### src/rtl/mul_unit_pipelined_if.sv
// Issue/writeback bundle of the pipelined multiply unit.
// The unit plugs into the slave modport; issue logic and the writeback arbiter use master.
interface mul_unit_pipelined_if #(
  parameter int XLEN = 32,
  parameter int ID_W = 3
);
  logic            issue_new_request;
  logic            issue_ready;
  logic [ID_W-1:0] issue_id;
  logic [1:0]      op;
  logic [XLEN-1:0] rs1;
  logic [XLEN-1:0] rs2;
  logic            wb_done;
  logic            wb_ack;
  logic [ID_W-1:0] wb_id;
  logic [XLEN-1:0] wb_rd;

  modport master (
    output issue_new_request, issue_id, op, rs1, rs2, wb_ack,
    input  issue_ready, wb_done, wb_id, wb_rd
  );

  modport slave (
    input  issue_new_request, issue_id, op, rs1, rs2, wb_ack,
    output issue_ready, wb_done, wb_id, wb_rd
  );
endinterface

### src/rtl/mul_unit_pipelined.sv
// Stall-able RISC-V MUL/MULH/MULHSU/MULHU pipeline, STAGES cycles issue-to-done.
// Optional product reuse (identical operands, empty pipe) under `MUL_PRODUCT_REUSE_EN.
module mul_unit_pipelined #(
  parameter int XLEN   = 32,
  parameter int STAGES = 2,
  parameter int ID_W   = 3
) (
  input  logic                 clk,
  input  logic                 rst_n,
  mul_unit_pipelined_if.slave  bus
);
  localparam int EW = XLEN + 1;
  localparam int PW = 2 * XLEN;
  localparam int L  = STAGES - 1;

  logic [L:0]                r_vld;
  logic [L:0]                w_adv;
  logic [L:0]                r_mulh;
  logic [L:0][ID_W-1:0]      r_id;
  logic signed [EW-1:0]      r_a;
  logic signed [EW-1:0]      r_b;
  logic [L:1][PW-1:0]        r_prod;

  logic [L:1][PW-1:0]        w_sp;
  logic [L:1]                w_sv;
  logic [L:1]                w_sm;
  logic [L:1][ID_W-1:0]      w_si;

  logic [PW-1:0]             w_lp;
  logic                      w_lv;
  logic                      w_lm;
  logic [ID_W-1:0]           w_li;

  logic                      w_s1;
  logic                      w_s2;
  logic [EW-1:0]             w_a_ext;
  logic [EW-1:0]             w_b_ext;
  logic                      w_acc;
  logic                      w_hit;
  logic [PW-1:0]             w_prod;

  // Unrolled form of adv[k] = ~valid[k] | adv[k+1]: a stage moves unless
  // it and everything downstream is full and writeback is holding.
  for (genvar k = 0; k <= L; k++) begin : g_adv
    assign w_adv[k] = ~(&r_vld[L:k]) | bus.wb_ack;
  end

  assign w_s1    = bus.op[0] ^ bus.op[1];
  assign w_s2    = ~bus.op[1];
  assign w_a_ext = {w_s1 & bus.rs1[XLEN-1], bus.rs1};
  assign w_b_ext = {w_s2 & bus.rs2[XLEN-1], bus.rs2};
  assign w_acc   = bus.issue_new_request & w_adv[0];

  // Sign-extending to 2*XLEN before multiplying yields the low 2*XLEN bits of the signed product.
  assign w_prod = PW'(r_a) * PW'(r_b);

  for (genvar k = 1; k <= L; k++) begin : g_src
    if (k == 1) begin : g_s1
      assign w_sp[k] = w_prod;
      assign w_sv[k] = r_vld[0];
      assign w_sm[k] = r_mulh[0];
      assign w_si[k] = r_id[0];
    end else begin : g_sn
      assign w_sp[k] = r_prod[k-1];
      assign w_sv[k] = r_vld[k-1];
      assign w_sm[k] = r_mulh[k-1];
      assign w_si[k] = r_id[k-1];
    end
  end

`ifdef MUL_PRODUCT_REUSE_EN
  logic                r_tag_v;
  logic [EW-1:0]       r_tag_a;
  logic [EW-1:0]       r_tag_b;
  logic [PW-1:0]       r_tag_prod;
  logic                w_hit_acc;

  assign w_hit     = r_tag_v & (w_a_ext == r_tag_a) & (w_b_ext == r_tag_b) & ~(|r_vld);
  assign w_hit_acc = w_acc & w_hit;

  // A hit skips straight into the last stage; only possible with the pipe empty.
  assign w_lv = w_sv[L] | w_hit_acc;
  assign w_lp = w_hit_acc ? r_tag_prod : w_sp[L];
  assign w_lm = w_hit_acc ? (bus.op != 2'b00) : w_sm[L];
  assign w_li = w_hit_acc ? bus.issue_id : w_si[L];

  always_ff @(posedge clk) begin
    if (!rst_n) begin
      r_tag_v <= 1'b0;
    end else if (w_adv[1] & r_vld[0]) begin
      r_tag_v    <= 1'b1;
      r_tag_a    <= r_a;
      r_tag_b    <= r_b;
      r_tag_prod <= w_prod;
    end
  end
`else
  assign w_hit = 1'b0;
  assign w_lv  = w_sv[L];
  assign w_lp  = w_sp[L];
  assign w_lm  = w_sm[L];
  assign w_li  = w_si[L];
`endif

  always_ff @(posedge clk) begin
    if (!rst_n) begin
      r_vld <= '0;
    end else begin
      if (w_adv[0]) r_vld[0] <= w_acc & ~w_hit;
      for (int k = 1; k < L; k++) begin
        if (w_adv[k]) r_vld[k] <= w_sv[k];
      end
      if (w_adv[L]) r_vld[L] <= w_lv;
    end
  end

  always_ff @(posedge clk) begin
    if (w_adv[0]) begin
      r_a       <= w_a_ext;
      r_b       <= w_b_ext;
      r_mulh[0] <= (bus.op != 2'b00);
      r_id[0]   <= bus.issue_id;
    end
    for (int k = 1; k < L; k++) begin
      if (w_adv[k]) begin
        r_prod[k] <= w_sp[k];
        r_mulh[k] <= w_sm[k];
        r_id[k]   <= w_si[k];
      end
    end
    if (w_adv[L]) begin
      r_prod[L] <= w_lp;
      r_mulh[L] <= w_lm;
      r_id[L]   <= w_li;
    end
  end

  assign bus.issue_ready = w_adv[0];
  assign bus.wb_done     = r_vld[L];
  assign bus.wb_id       = r_id[L];
  assign bus.wb_rd       = r_mulh[L] ? r_prod[L][PW-1:XLEN] : r_prod[L][XLEN-1:0];
endmodule

### src/flat_wrapper.sv
// flat-port wrapper written by rule: the top's interface ports become plain ports
module mul_unit_pipelined_flat 
#(
  parameter int XLEN   = 32,
  parameter int STAGES = 2,
  parameter int ID_W   = 3
)
  (clk, rst_n, bus_issue_new_request, bus_issue_id, bus_op, bus_rs1, bus_rs2, bus_wb_ack, bus_issue_ready, bus_wb_done, bus_wb_id, bus_wb_rd);
  mul_unit_pipelined_if #(.XLEN(XLEN), .ID_W(ID_W)) bus_i ();
  input  logic clk;
  input  logic rst_n;
  input wire logic [$bits(bus_i.issue_new_request)-1:0] bus_issue_new_request;
  input wire logic [$bits(bus_i.issue_id)-1:0] bus_issue_id;
  input wire logic [$bits(bus_i.op)-1:0] bus_op;
  input wire logic [$bits(bus_i.rs1)-1:0] bus_rs1;
  input wire logic [$bits(bus_i.rs2)-1:0] bus_rs2;
  input wire logic [$bits(bus_i.wb_ack)-1:0] bus_wb_ack;
  output wire logic [$bits(bus_i.issue_ready)-1:0] bus_issue_ready;
  output wire logic [$bits(bus_i.wb_done)-1:0] bus_wb_done;
  output wire logic [$bits(bus_i.wb_id)-1:0] bus_wb_id;
  output wire logic [$bits(bus_i.wb_rd)-1:0] bus_wb_rd;
  assign bus_i.issue_new_request = bus_issue_new_request;
  assign bus_i.issue_id = bus_issue_id;
  assign bus_i.op = bus_op;
  assign bus_i.rs1 = bus_rs1;
  assign bus_i.rs2 = bus_rs2;
  assign bus_i.wb_ack = bus_wb_ack;
  assign bus_issue_ready = bus_i.issue_ready;
  assign bus_wb_done = bus_i.wb_done;
  assign bus_wb_id = bus_i.wb_id;
  assign bus_wb_rd = bus_i.wb_rd;
  mul_unit_pipelined #(.XLEN(XLEN), .STAGES(STAGES), .ID_W(ID_W)) u_core (.clk(clk), .rst_n(rst_n), .bus(bus_i));
endmodule
### config.mk
export PLATFORM = sky130hd
export DESIGN_NAME = mul_unit_pipelined_flat
export DESIGN_NICKNAME = d
export VERILOG_FILES = /design/src/rtl/mul_unit_pipelined_if.sv /design/src/rtl/mul_unit_pipelined.sv /design/src/flat_wrapper.sv
export SDC_FILE = /design/constraint.sdc
export NUM_CORES = 2
export LEC_CHECK = 0
export CAP_MARGIN = 15
export CORE_MARGIN = 1.5
export CORE_UTILIZATION = 40
export DETAILED_ROUTE_END_ITERATION = 8
export DONT_BUFFER_PORTS = 1
export GPL_TIMING_DRIVEN = 0
export PLACE_DENSITY = 0.59
export SLEW_MARGIN = 20
export SYNTH_ARGS = -nofsm -noshare
export SYNTH_HDL_FRONTEND = slang
export SYNTH_SLANG_ARGS = --single-unit
### constraint.sdc
create_clock -name clk -period 8.1 [get_ports clk]
set_input_delay 0.81 -clock clk [delete_from_list [all_inputs] [get_ports clk]]
set_output_delay 0.81 -clock clk [all_outputs]
set_load 0.02 [all_outputs]
==> metrics.md <==
| Metric | Value |
|---|---|
| Root buf cell | clkbuf_16 |
| # hold bufs at CTS | 0 |
| GR Overflow Total | 0 |
| Final Skew | 0.0532 ns |
| Register bit total from synthesis | 140 |
| Antenna viol nets, final | 0 |
| Register Area | 4180 µm² |
| Router iterations before antenna repair | 6 |
| Core ar. | 107,000 µm² |
| Initial antenna violation count | 23 |
| Crit-path max FO | 10 |
| Rel. slew slack | 39.8% |
| Post-route cell area | 47,800 µm² |
| Tightest Hold Check Type | primary input to flip-flop |
| Clock Sinks | 140 |
| Multi-input logic area | 34,600 µm² |
| Most common cell after layout, fill and taps aside | fa_1 |
| Tcrit/Tclk final | 99.1% |
| Peak Freq | 125 MHz |
| First-pass GRT wire length | 223,000 µm |
| Critical path capture point type | flip-flop |
| GRT Overall Usage | 29.2% |
| Clk_lat worst skew | 0.57 ns |
| Top-area cell type share of the netlist area | 52.4% |
| Port buffer count | 0 |
| Startpoint Class | flip-flop |
| CP arrival | 8.29 ns |
| H-tree levels | 4 |
| Final hold viol count | 0 |
| Residual DRC | 0 |
| Share of cells above drive strength 1 | 11.4% |
| Final setup viols | 0 |
| Worst-path clk slew | 0.12 ns |
| Netlist Area Pre-Place | 43,000 µm² |
| CTS tree | done |
| Height of the die | 331 µm |
| Count of different cell masters after synthesis | 73 |
| DPL Wire Length | 129,000 µm |
| GP Congestion | 1.04 |
| Max clock buf depth | 2 |
| Die Footprint | 109,000 µm² |
| Die Wd | 331 µm |
| Largest cells by area after synthesis | fa_1 52%, edfxtp_1 9.6%, inv_1 9.4% |
| Synth Warn # | 0 |
| Final worst slack | 0.0739 ns |
| WL/cell | 26.2 µm |
| Num ports | 110 |
| Synthesized netlist cell count | 4,336 |
| Vias per cell | 5.31 |
| Area leader, netlist | fa_1 |
| Synth Net Count | 5,747 |
| WP data required | 8.36 ns |
| Worst-margin pin slew | 0.903 ns |
| Fill cells | 10.4k |
| Pins over their slew limit | 0 |
| Number of global-route vias before repair | 33.0k |
| RSZ-0062 raised after global routing | yes |
| Area post-placement | 44,800 µm² |
| Status | completed |
| Worst hold slack | 0.326 ns |
| Vias | 31.3k |
| Syn Area/Cell | 9.91 µm² |
| Post-synth EDFFs | 138 |
| CP Class | flip-flop to flip-flop |
| Max-cap violations | 0 |
| First-iteration detailed-routing DRC count | 2,670 |
| Commonest non-fill, non-tap cells in the layout | 1,102 x fa_1, 1,073 x inv_1, 554 x nand2_1 |
| Starting density of the core | 40.3% |
| Number of buffers created by CTS | 17 |
| Sequential area share after synthesis | 9.73% |
| Routed WL | 154,000 µm |
| Largest net degree at the start of global routing | 63 |
| Minimum clock period | 8.03 ns |
| Dpl ws | -1.61 ns |
| Most used DFF post-synth | edfxtp_1 |
| Row count | 120 |
| Asr flop ratio synth | 0% |
| Nets | 5,883 |
| Area Overhead vs Synth | 11.2% |
## final timing paths
| path | depth (start not counted) | slack (ns) | startpoint | endpoint |
|---|---|---|---|---|
| worst max-delay path | 23 | 0.07 | u_core.r_b[31]$_DFFE_PN_ | u_core.r_prod[63]$_DFFE_PP_ |
| worst min-delay path | 0 | 0.33 | bus_rs2[15] | u_core.r_b[15]$_DFFE_PN_ |
| worst max register to register | 23 | 0.07 | u_core.r_b[31]$_DFFE_PN_ | u_core.r_prod[63]$_DFFE_PP_ |
| worst min register to register | 0 | 0.42 | u_core.r_mulh[0]$_DFFE_PN_ | u_core.r_mulh[1]$_DFFE_PP_ |
## cell usage after synthesis, types with 8 or more instances
cell type and number:
nand2b_1 9, fa_1 1125, edfxtp_1 138, nand3_1 13
xor2_1 24, o21ai_0 36, nand4_1 13, a21oi_1 74
nor2_1 34, clkbuf_1 209, a21o_1 25, o21bai_1 10
xnor2_1 51, nand2_1 562, and3_1 8, inv_1 1082
nor2b_1 29, ha_1 213, mux2_2 32, and2_1 550
## logic make-up (layout without fill, tap and decap cells)
| logic type | count (synthesis) | after routing | share of synthesized area (%) |
|---|---|---|---|
| DFF | 140 | 140 | 9.73 |
| adders and majority gates | 1338 | 1338 | 58.6 |
| buffers and inverters | 1302 | 1450 | 11.4 |
| other | 0 | 4 | 0 |
| xor gates and xnor gates | 75 | 75 | 1.53 |
| and+or+nand+nor | 1237 | 1237 | 14.5 |
| AOI/OAI and AO/OA | 212 | 212 | 3.38 |
| muxes | 32 | 32 | 0.838 |
## area by class of cell
type                            instances  area share, %
Multi-Input combinational cell       2894           72.3
Antenna cell                            4         0.0209
Clock inverter                         14          0.484
Clock buffer                           17          0.890
Inverter                             1082           8.53
Sequential cell                       140           8.75
Timing Repair Buffer                  132           2.50
Buffer                                205           2.86
Tap cell                             1403           3.67
## registers in the layout, summed over array words and instances (netlist names)
signal and flops:
u_core.r_prod 64, u_core.w_li 3, u_core.r_vld 2, u_core.r_a 33, u_core.bus.wb_id 3, u_core.r_mulh 2, u_core.r_b 33
## stage by stage
stage / util [%] / cells / setup TNS [ns]
floorplan: - / 4336 / 0
global placement: 41.9 / 5739 / -36.24
detailed placement: 42.0 / 5741 / -27.96
CTS: 43.9 / 5847 / 0
global route: 44.8 / 5888 / -0.0953
finish: 44.8 / 5891 / 0
## metal layers
| layer | vias up | track usage [%] | share of wire (%) |
|---|---|---|---|
| met5 | - | 0 | 0.043 |
| met4 | 10 | 19.5 | 8.0 |
| met3 | 414 | 5.92 | 9.1 |
| met2 | 1520 | 45.4 | 46 |
| met1 | 16562 | 36.9 | 37 |
| li1 | 12801 | - | - |
## critical path, cell delays in order, from the launching register on
cell	delay [ns]
edfxtp_1	0.75
clkbuf_1	0.58
and2_1	0.25
fa_1	0.44
fa_1	0.51
fa_1	0.46
fa_1	0.62
fa_1	0.51
fa_1	0.48
fa_1	0.49
inv_1	0.05
fa_1	0.47
inv_1	0.04
ha_1	0.26
buf_2	0.19
a21oi_1	0.24
o21bai_4	0.11
a2111oi_4	0.39
a21oi_2	0.12
a31oi_1	0.24
o21a_4	0.20
o2111ai_2	0.14
o211ai_2	0.10
xnor2_1	0.10
## timing repair
item,CTS,global route
endpoints found under the setup margin,38,28
resized for setup,298,220
pin swaps,12,44
setup buffers,78,51
cloned,1,0
Power is left out: the tool's default activity adds up to more than one toggle a clock period on the data nets, which glitch-free logic cannot reach.
